$ cat config.mk
export PLATFORM = sky130hd
export DESIGN_NAME = mod_exp_hs
export DESIGN_NICKNAME = d
export VERILOG_FILES = /design/src/rtl/rsa_pkg.sv /design/src/rtl/mod_mul_serial.sv /design/src/rtl/mod_exp_hs.sv
export SDC_FILE = /design/constraint.sdc
export NUM_CORES = 2
export LEC_CHECK = 0
export CORE_MARGIN = 2
export CORE_UTILIZATION = 55
export DETAILED_ROUTE_END_ITERATION = 12
export PLACE_DENSITY_LB_ADDON = 0.12
export SLEW_MARGIN = 5
export SYNTH_ARGS = -nofsm -noshare
export SYNTH_HDL_FRONTEND = slang
export SYNTH_HIERARCHICAL = 1
export SYNTH_SLANG_ARGS = --single-unit
export TNS_END_PERCENT = 50
$ cat constraint.sdc
create_clock -name clk -period 13.92 [get_ports clk]
set_input_delay 3.48 -clock clk [delete_from_list [all_inputs] [get_ports clk]]
set_output_delay 3.48 -clock clk [all_outputs]
set_load 0.01 [all_outputs]
$ cat src/rtl/rsa_pkg.sv
// Shared types for the modular exponentiation engine: FSM state encoding and
// the fixed latency of one serial modular multiply.
package rsa_pkg;

  typedef enum logic [2:0] {
    IDLE  = 3'd0,
    CHECK = 3'd1,
    SCAN  = 3'd2,
    SQR   = 3'd3,
    MUL   = 3'd4,
    NEXT  = 3'd5,
    DONE  = 3'd6
  } state_t;

  // One load cycle plus one iteration per multiplier bit.
  function automatic int mul_lat(input int width);
    return width + 1;
  endfunction

endpackage

$ cat src/rtl/mod_mul_serial.sv
// Interleaved MSB-first modular multiplier: p = a*b mod n in WIDTH+1 cycles.
// Operands must satisfy a,b < n; done is a one-cycle pulse with p valid alongside it.
module mod_mul_serial
  import rsa_pkg::*;
#(
  parameter int WIDTH = 128,
  parameter int CNT_W = $clog2(WIDTH) + 1
) (
  input  logic             clk,
  input  logic             reset_n,
  input  logic             start,
  input  logic             clear,
  input  logic [WIDTH-1:0] a,
  input  logic [WIDTH-1:0] b,
  input  logic [WIDTH-1:0] n,
  output logic             done,
  output logic [WIDTH-1:0] p
);

  localparam logic [CNT_W-1:0] ITER_LAST = CNT_W'(mul_lat(WIDTH) - 2);

  logic [WIDTH-1:0] a_q, a_d;
  logic [WIDTH+1:0] b_q, b_d;
  logic [WIDTH+1:0] n_q, n_d;
  logic [WIDTH+1:0] r_q, r_d;
  logic [CNT_W-1:0] cnt_q, cnt_d;
  logic             run_q, run_d;
  logic [WIDTH+1:0] dbl, sum, r_step;

  // r < n is an invariant, so a single conditional subtract keeps each step reduced.
  always_comb begin
    dbl = {r_q[WIDTH:0], 1'b0};
    if (dbl >= n_q) dbl = dbl - n_q;
    sum = a_q[WIDTH-1] ? (dbl + b_q) : dbl;
    r_step = sum;
    if (sum >= n_q) r_step = sum - n_q;
  end

  assign done = run_q && (cnt_q == '0);
  assign p    = r_step[WIDTH-1:0];

  always_comb begin
    a_d   = a_q;
    b_d   = b_q;
    n_d   = n_q;
    r_d   = r_q;
    cnt_d = cnt_q;
    run_d = run_q;
    if (clear) begin
      run_d = 1'b0;
    end else if (start) begin
      a_d   = a;
      b_d   = {2'b00, b};
      n_d   = {2'b00, n};
      r_d   = '0;
      cnt_d = ITER_LAST;
      run_d = 1'b1;
    end else if (run_q) begin
      r_d   = r_step;
      a_d   = {a_q[WIDTH-2:0], 1'b0};
      cnt_d = cnt_q - CNT_W'(1);
      if (cnt_q == '0) run_d = 1'b0;
    end
  end

  always_ff @(posedge clk or negedge reset_n) begin
    if (!reset_n) begin
      a_q   <= '0;
      b_q   <= '0;
      n_q   <= '0;
      r_q   <= '0;
      cnt_q <= '0;
      run_q <= 1'b0;
    end else begin
      a_q   <= a_d;
      b_q   <= b_d;
      n_q   <= n_d;
      r_q   <= r_d;
      cnt_q <= cnt_d;
      run_q <= run_d;
    end
  end

endmodule

$ cat src/rtl/mod_exp_hs.sv
// Handshaked left-to-right square-and-multiply engine: result = msg^exp mod modulus.
// Define MOD_EXP_SKIP_LZ_EN to skip leading zero exponent bits before the first square.
module mod_exp_hs
  import rsa_pkg::*;
#(
  parameter int WIDTH = 128,
  parameter int CNT_W = $clog2(WIDTH) + 1
) (
  input  logic             clk,
  input  logic             reset_n,
  input  logic             in_valid,
  output logic             in_ready,
  input  logic [WIDTH-1:0] msg,
  input  logic [WIDTH-1:0] exp,
  input  logic [WIDTH-1:0] modulus,
  input  logic             abort,
  output logic             out_valid,
  input  logic             out_ready,
  output logic [WIDTH-1:0] result,
  output logic             err,
  output logic             busy
);

  localparam int IW = CNT_W - 1;
  localparam logic [CNT_W-1:0] IDX_TOP = CNT_W'(WIDTH - 1);

  state_t           state_q, state_d;
  logic [WIDTH-1:0] msg_q, msg_d;
  logic [WIDTH-1:0] exp_q, exp_d;
  logic [WIDTH-1:0] mod_q, mod_d;
  logic [WIDTH-1:0] acc_q, acc_d;
  logic [WIDTH-1:0] result_q, result_d;
  logic [CNT_W-1:0] idx_q, idx_d;
  logic             err_q, err_d;
  logic             started_q, started_d;

  logic             mul_start, mul_clear, mul_done;
  logic [WIDTH-1:0] mul_b, mul_p;
  logic [IW-1:0]    bit_sel;
  logic [CNT_W-1:0] idx_m1;

  assign bit_sel = idx_q[IW-1:0];
  assign idx_m1  = idx_q - CNT_W'(1);
  assign mul_b   = (state_q == MUL) ? msg_q : acc_q;

  mod_mul_serial #(.WIDTH(WIDTH), .CNT_W(CNT_W)) u_mul (
    .clk     (clk),
    .reset_n (reset_n),
    .start   (mul_start),
    .clear   (mul_clear),
    .a       (acc_q),
    .b       (mul_b),
    .n       (mod_q),
    .done    (mul_done),
    .p       (mul_p)
  );

  always_comb begin
    state_d   = state_q;
    msg_d     = msg_q;
    exp_d     = exp_q;
    mod_d     = mod_q;
    acc_d     = acc_q;
    result_d  = result_q;
    idx_d     = idx_q;
    err_d     = err_q;
    started_d = started_q;
    mul_start = 1'b0;
    mul_clear = 1'b0;
    case (state_q)
      IDLE: begin
        if (in_valid) begin
          msg_d   = msg;
          exp_d   = exp;
          mod_d   = modulus;
          err_d   = 1'b0;
          state_d = CHECK;
        end
      end
      CHECK: begin
        if ((mod_q < WIDTH'(2)) || (msg_q >= mod_q)) begin
          err_d    = 1'b1;
          result_d = '0;
          state_d  = DONE;
        end else begin
          acc_d = WIDTH'(1);
          idx_d = IDX_TOP;
`ifdef MOD_EXP_SKIP_LZ_EN
          state_d = exp_q[WIDTH-1] ? SQR : SCAN;
`else
          state_d = SQR;
`endif
        end
      end
`ifdef MOD_EXP_SKIP_LZ_EN
      // Entered only on a zero bit above bit 0; stop on the next one bit or at bit 0.
      SCAN: begin
        idx_d = idx_m1;
        if (exp_q[idx_m1[IW-1:0]] || (idx_m1 == '0)) state_d = SQR;
      end
`endif
      SQR, MUL: begin
        if (!started_q) begin
          mul_start = 1'b1;
          started_d = 1'b1;
        end else if (mul_done) begin
          acc_d     = mul_p;
          started_d = 1'b0;
          state_d   = ((state_q == SQR) && exp_q[bit_sel]) ? MUL : NEXT;
        end
      end
      NEXT: begin
        if (idx_q == '0) begin
          result_d = acc_q;
          state_d  = DONE;
        end else begin
          idx_d   = idx_m1;
          state_d = SQR;
        end
      end
      DONE: begin
        if (out_ready) state_d = IDLE;
      end
      default: state_d = IDLE;
    endcase

    if (abort && (state_q inside {CHECK, SCAN, SQR, MUL, NEXT})) begin
      state_d   = IDLE;
      started_d = 1'b0;
      mul_start = 1'b0;
      mul_clear = 1'b1;
    end
  end

  always_ff @(posedge clk or negedge reset_n) begin
    if (!reset_n) begin
      state_q   <= IDLE;
      msg_q     <= '0;
      exp_q     <= '0;
      mod_q     <= '0;
      acc_q     <= '0;
      result_q  <= '0;
      idx_q     <= '0;
      err_q     <= 1'b0;
      started_q <= 1'b0;
    end else begin
      state_q   <= state_d;
      msg_q     <= msg_d;
      exp_q     <= exp_d;
      mod_q     <= mod_d;
      acc_q     <= acc_d;
      result_q  <= result_d;
      idx_q     <= idx_d;
      err_q     <= err_d;
      started_q <= started_d;
    end
  end

  assign in_ready  = (state_q == IDLE);
  assign out_valid = (state_q == DONE);
  assign busy      = (state_q != IDLE);
  assign result    = result_q;
  assign err       = err_q;

endmodule

==> flow_summary.yaml <==
sta:
  hold_viol_final: 0
  setup_violations: 0
  timing.final.crit_share: 0.973
  final_max_slew_viol_count: 0
  skew_final_ns: 0.0751
  final.min_clock_period_ns: 13.54
  tightest_slew_ns: 1.44
  worst_slew_margin_rel: 0.0335
  tns_ns: 0
  rsz0062_at_grt: "false"
  max_freq_ghz: 0.0738
critical_path:
  worstPathRequired_ns: 14.63
  worstSetupPathType: "register to register"
  crit_top_cell: "sky130_fd_sc_hd__a21oi_1"
  arrival_ns: 14.25
  timing.critical_path.to_type: "register"
  crit_slowest_cell: "sky130_fd_sc_hd__a2111oi_0"
  start_kind: "register"
  worst-path-max-fanout: 33
  critPathMaxStageDelay_ns: 0.90
clock_network:
  cts_buffers: 133
  clock_tree.root_cell: "sky130_fd_sc_hd__clkbuf_16"
  post_cts_resize_count: 0
  tritoncts: "done"
  insertion_delay_ns: 0.85
  number_of_hold_buffers_added_after_cts: 0
  worst_setup_hold_path_clk_slew_ns: 0.06
  post_cts_buffers: 0
  cts_max_path_buffers: 3
  clkSinkCount: 1175
  ctsHtreeMaxLevel: 4
detailed_routing:
  route.vias.total: 80800
  iteration_0_drc_count_of_the_detailed_router: 9220
  number_of_drc_violations_after_detailed_routing: 0
  total_wirelength_mm: 321
  avgRoutedWirePerCell_um: 25.6
  route.antenna.remaining_nets: 0
  vias_per_cell: 6.45
  drt_pre_antenna_iters: 8
placement:
  gp_routability_congestion: 1.10
  place.detailed.hpwl_mm: 247
  io_buffer_count: 520
  dpl-instance-area_um2: 88200
floorplanning:
  dieWidth_um: 391
  floorplan.core_area_um2: 148000
  initial_utilization: 0.555
  die_height_um: 391
  design.die.area_um2: 153000
  io-pin-count: 521
  placement_rows: 141
yosys:
  synthArstFlopShare: 1.00
  synth_top_cell_area_share: 0.358
  synth_sequential_area_ratio: 0.358
  synth_cell_type_count: 103
  synth_top_area_cell: "sky130_fd_sc_hd__dfrtp_1"
  synth_warn: 6
  netlist_top_cells_area: "sky130_fd_sc_hd__dfrtp_1, sky130_fd_sc_hd__nand2_1, sky130_fd_sc_hd__ha_1, sky130_fd_sc_hd__o21ai_0, sky130_fd_sc_hd__a21oi_1"
  synthesis.area_per_instance_um2: 7.94
  synthCells: 10300
  yosys_register_bits: 1175
  synthesis.area_um2: 82200
  synthesis.nets: 11300
  yosys_most_used_dff: "sky130_fd_sc_hd__dfrtp_1"
  edff_count_synth: 0
finish:
  final_design_area_no_fill_um2: 92600
  post_route_cells_drive_above_1_share: 0.0672
  layout-area-overhead-vs-synth_pct: 12.6
  finalNetCount: 11400
global_routing:
  antenna_violations_before_repair: 21
  first_global_vias: 76800
  gr-usage-all-layers: 0.411
  grt_first_pass_wirelength_mm: 479
  grt_max_degree: 199
  gr-total-overflow: 0
status:
  outcome: "completed"
job:
  drv_cap: 0
worst_hold_path:
  hold_path.class: "register to register"
## worst paths after layout
| check | startpoint | endpoint | slack [ns] | depth (start not counted) |
|---|---|---|---|---|
| setup / recovery | u_mul/r_q[31]$_DFFE_PN0P_ | u_mul/r_q[89]$_DFFE_PN0P_ | 0.38 | 42 |
| hold / removal | exp_q[118]$_DFFE_PN0P_ | exp_q[118]$_DFFE_PN0P_ | 0.47 | 2 |
| setup reg to reg | u_mul/r_q[31]$_DFFE_PN0P_ | u_mul/r_q[89]$_DFFE_PN0P_ | 0.38 | 42 |
| hold reg to reg | exp_q[118]$_DFFE_PN0P_ | exp_q[118]$_DFFE_PN0P_ | 0.47 | 2 |
| max in group asynchronous | reset_n | idx_q[0]$_DFFE_PN0P_ | 8.68 | 3 |
| min in group asynchronous | reset_n | msg_q[43]$_DFFE_PN0P_ | 2.69 | 1 |
## kinds of logic after synthesis
kind of cell,count (synthesis),share of synthesized area
AO/OA/AOI/OAI,2845,0.213
multiplexers,212,0.0373
adder cells (fa/ha/maj),519,0.0793
AND/OR/NAND/NOR,4203,0.221
XOR/XNOR,380,0.0406
buffers and inverters,1013,0.0511
flip-flops,1175,0.358
## layout by cell type (no fill, tap or decap), drive strengths merged, types with 17 or more instances in the layout
cell,synthesis,layout
or2,17,17
nor3,220,220
a221oi,18,18
clkbuf,497,190
nor4,72,72
o31ai,39,39
mux2,170,170
nor2b,40,40
a211oi,34,34
and3,26,26
a21oi,841,841
ha,516,516
a21boi,35,35
or3,28,28
or4,19,19
o21a,56,56
o21ai,915,915
nand3,92,92
a22o,131,131
o211ai,39,39
dfrtp,1175,1175
inv,392,404
nand2b,53,53
o21bai,99,99
and2,23,23
nand2,2585,2585
xnor2,224,224
nor2,787,787
a31oi,54,54
clkdlybuf4s50,0,519
mux4,32,32
xor2,156,156
buf,123,104
a21o,179,179
a22oi,265,265
clkinv,1,26
nand4,196,196
## sequential cells by signal, summed over array words and instances (netlist names)
register / flops
err: 1
u_mul/n_q: 128
u_mul/b_q: 128
mod_q: 128
result: 128
exp_q: 128
idx_q: 8
u_mul/run_q: 1
msg_q: 128
u_mul/r_q: 129
acc_q: 128
state_q: 3
u_mul/cnt_q: 8
u_mul/a_q: 128
started_q: 1
## synthesized netlist by cell type (18+ instances only)
cell and number:
sky130_fd_sc_hd__mux2_2 63, sky130_fd_sc_hd__nand3_1 92, sky130_fd_sc_hd__o211ai_1 38, sky130_fd_sc_hd__clkbuf_1 488, sky130_fd_sc_hd__a221oi_1 18, sky130_fd_sc_hd__inv_1 392, sky130_fd_sc_hd__buf_1 23, sky130_fd_sc_hd__a22o_1 131
sky130_fd_sc_hd__buf_2 67, sky130_fd_sc_hd__o21a_1 56, sky130_fd_sc_hd__a211oi_1 33, sky130_fd_sc_hd__a31oi_1 54, sky130_fd_sc_hd__mux2_1 18, sky130_fd_sc_hd__o21ai_2 40, sky130_fd_sc_hd__o31ai_1 39, sky130_fd_sc_hd__a21o_1 179
sky130_fd_sc_hd__o21ai_1 30, sky130_fd_sc_hd__dfrtp_1 1175, sky130_fd_sc_hd__a21oi_1 839, sky130_fd_sc_hd__o21bai_1 99, sky130_fd_sc_hd__mux2_4 89, sky130_fd_sc_hd__a21boi_0 33, sky130_fd_sc_hd__and3_1 26, sky130_fd_sc_hd__and2_1 23
sky130_fd_sc_hd__a22oi_1 265, sky130_fd_sc_hd__nor3_2 109, sky130_fd_sc_hd__o21ai_0 845, sky130_fd_sc_hd__ha_1 516, sky130_fd_sc_hd__nor4_1 70, sky130_fd_sc_hd__nand2_1 2585, sky130_fd_sc_hd__nand2b_1 53, sky130_fd_sc_hd__xor2_1 156
sky130_fd_sc_hd__xnor2_1 223, sky130_fd_sc_hd__mux4_2 32, sky130_fd_sc_hd__nor2_1 786, sky130_fd_sc_hd__nor3_1 110, sky130_fd_sc_hd__or4_1 19, sky130_fd_sc_hd__nand4_1 195, sky130_fd_sc_hd__nor2b_1 40, sky130_fd_sc_hd__or3_1 27
## area by class of cell
type	instances	area (um2)
clock inverters	44	557
clock buffers	190	3740
fillers	13000	55400
diodes	12	30.0
inverters	393	1480
flip-flops and latches	1175	29400
repair buffers	623	6160
well taps	1930	2410
multi-input cells	8159	48800
## metal layers
layer | global-route usage | part of all wire | vias up
li1 | - | - | 36300
met1 | 0.572 | 0.41 | 39100
met2 | 0.608 | 0.43 | 4644
met3 | 0.107 | 0.12 | 716
met4 | 0.161 | 0.044 | 14
met5 | 0 | 0.00031 | -
## worst max-delay path, delay by kind of cell (launching register included)
kind | cells | cell delay [ns]
adder cells (fa/ha/maj) | 3 | 1.29
XOR/XNOR | 1 | 0.19
multiplexers | 1 | 0.37
AO/OA/AOI/OAI | 22 | 7.02
AND/OR/NAND/NOR | 10 | 2.44
buffers and inverters | 5 | 1.54
flip-flops | 1 | 0.45
## per-stage QoR
| stage | util | setup WS [ns] | std cells | hold WS (ns) |
|---|---|---|---|---|
| 5_1_grt | 0.625 | 0.0705 | 12500 | 0.486 |
| 3_3_place_gp | 0.596 | 0.293 | 12300 | 0.452 |
| 3_5_place_dp | 0.596 | 0.211 | 12300 | 0.458 |
| 6_report | 0.626 | 0.376 | 12500 | 0.471 |
| 2_1_floorplan | - | 3.82 | 10300 | 0.440 |
| 4_1_cts | 0.625 | 0.148 | 12500 | 0.473 |
Power is not shown: default switching activity piles up to over one toggle a cycle in this logic, so the estimate is an artifact.
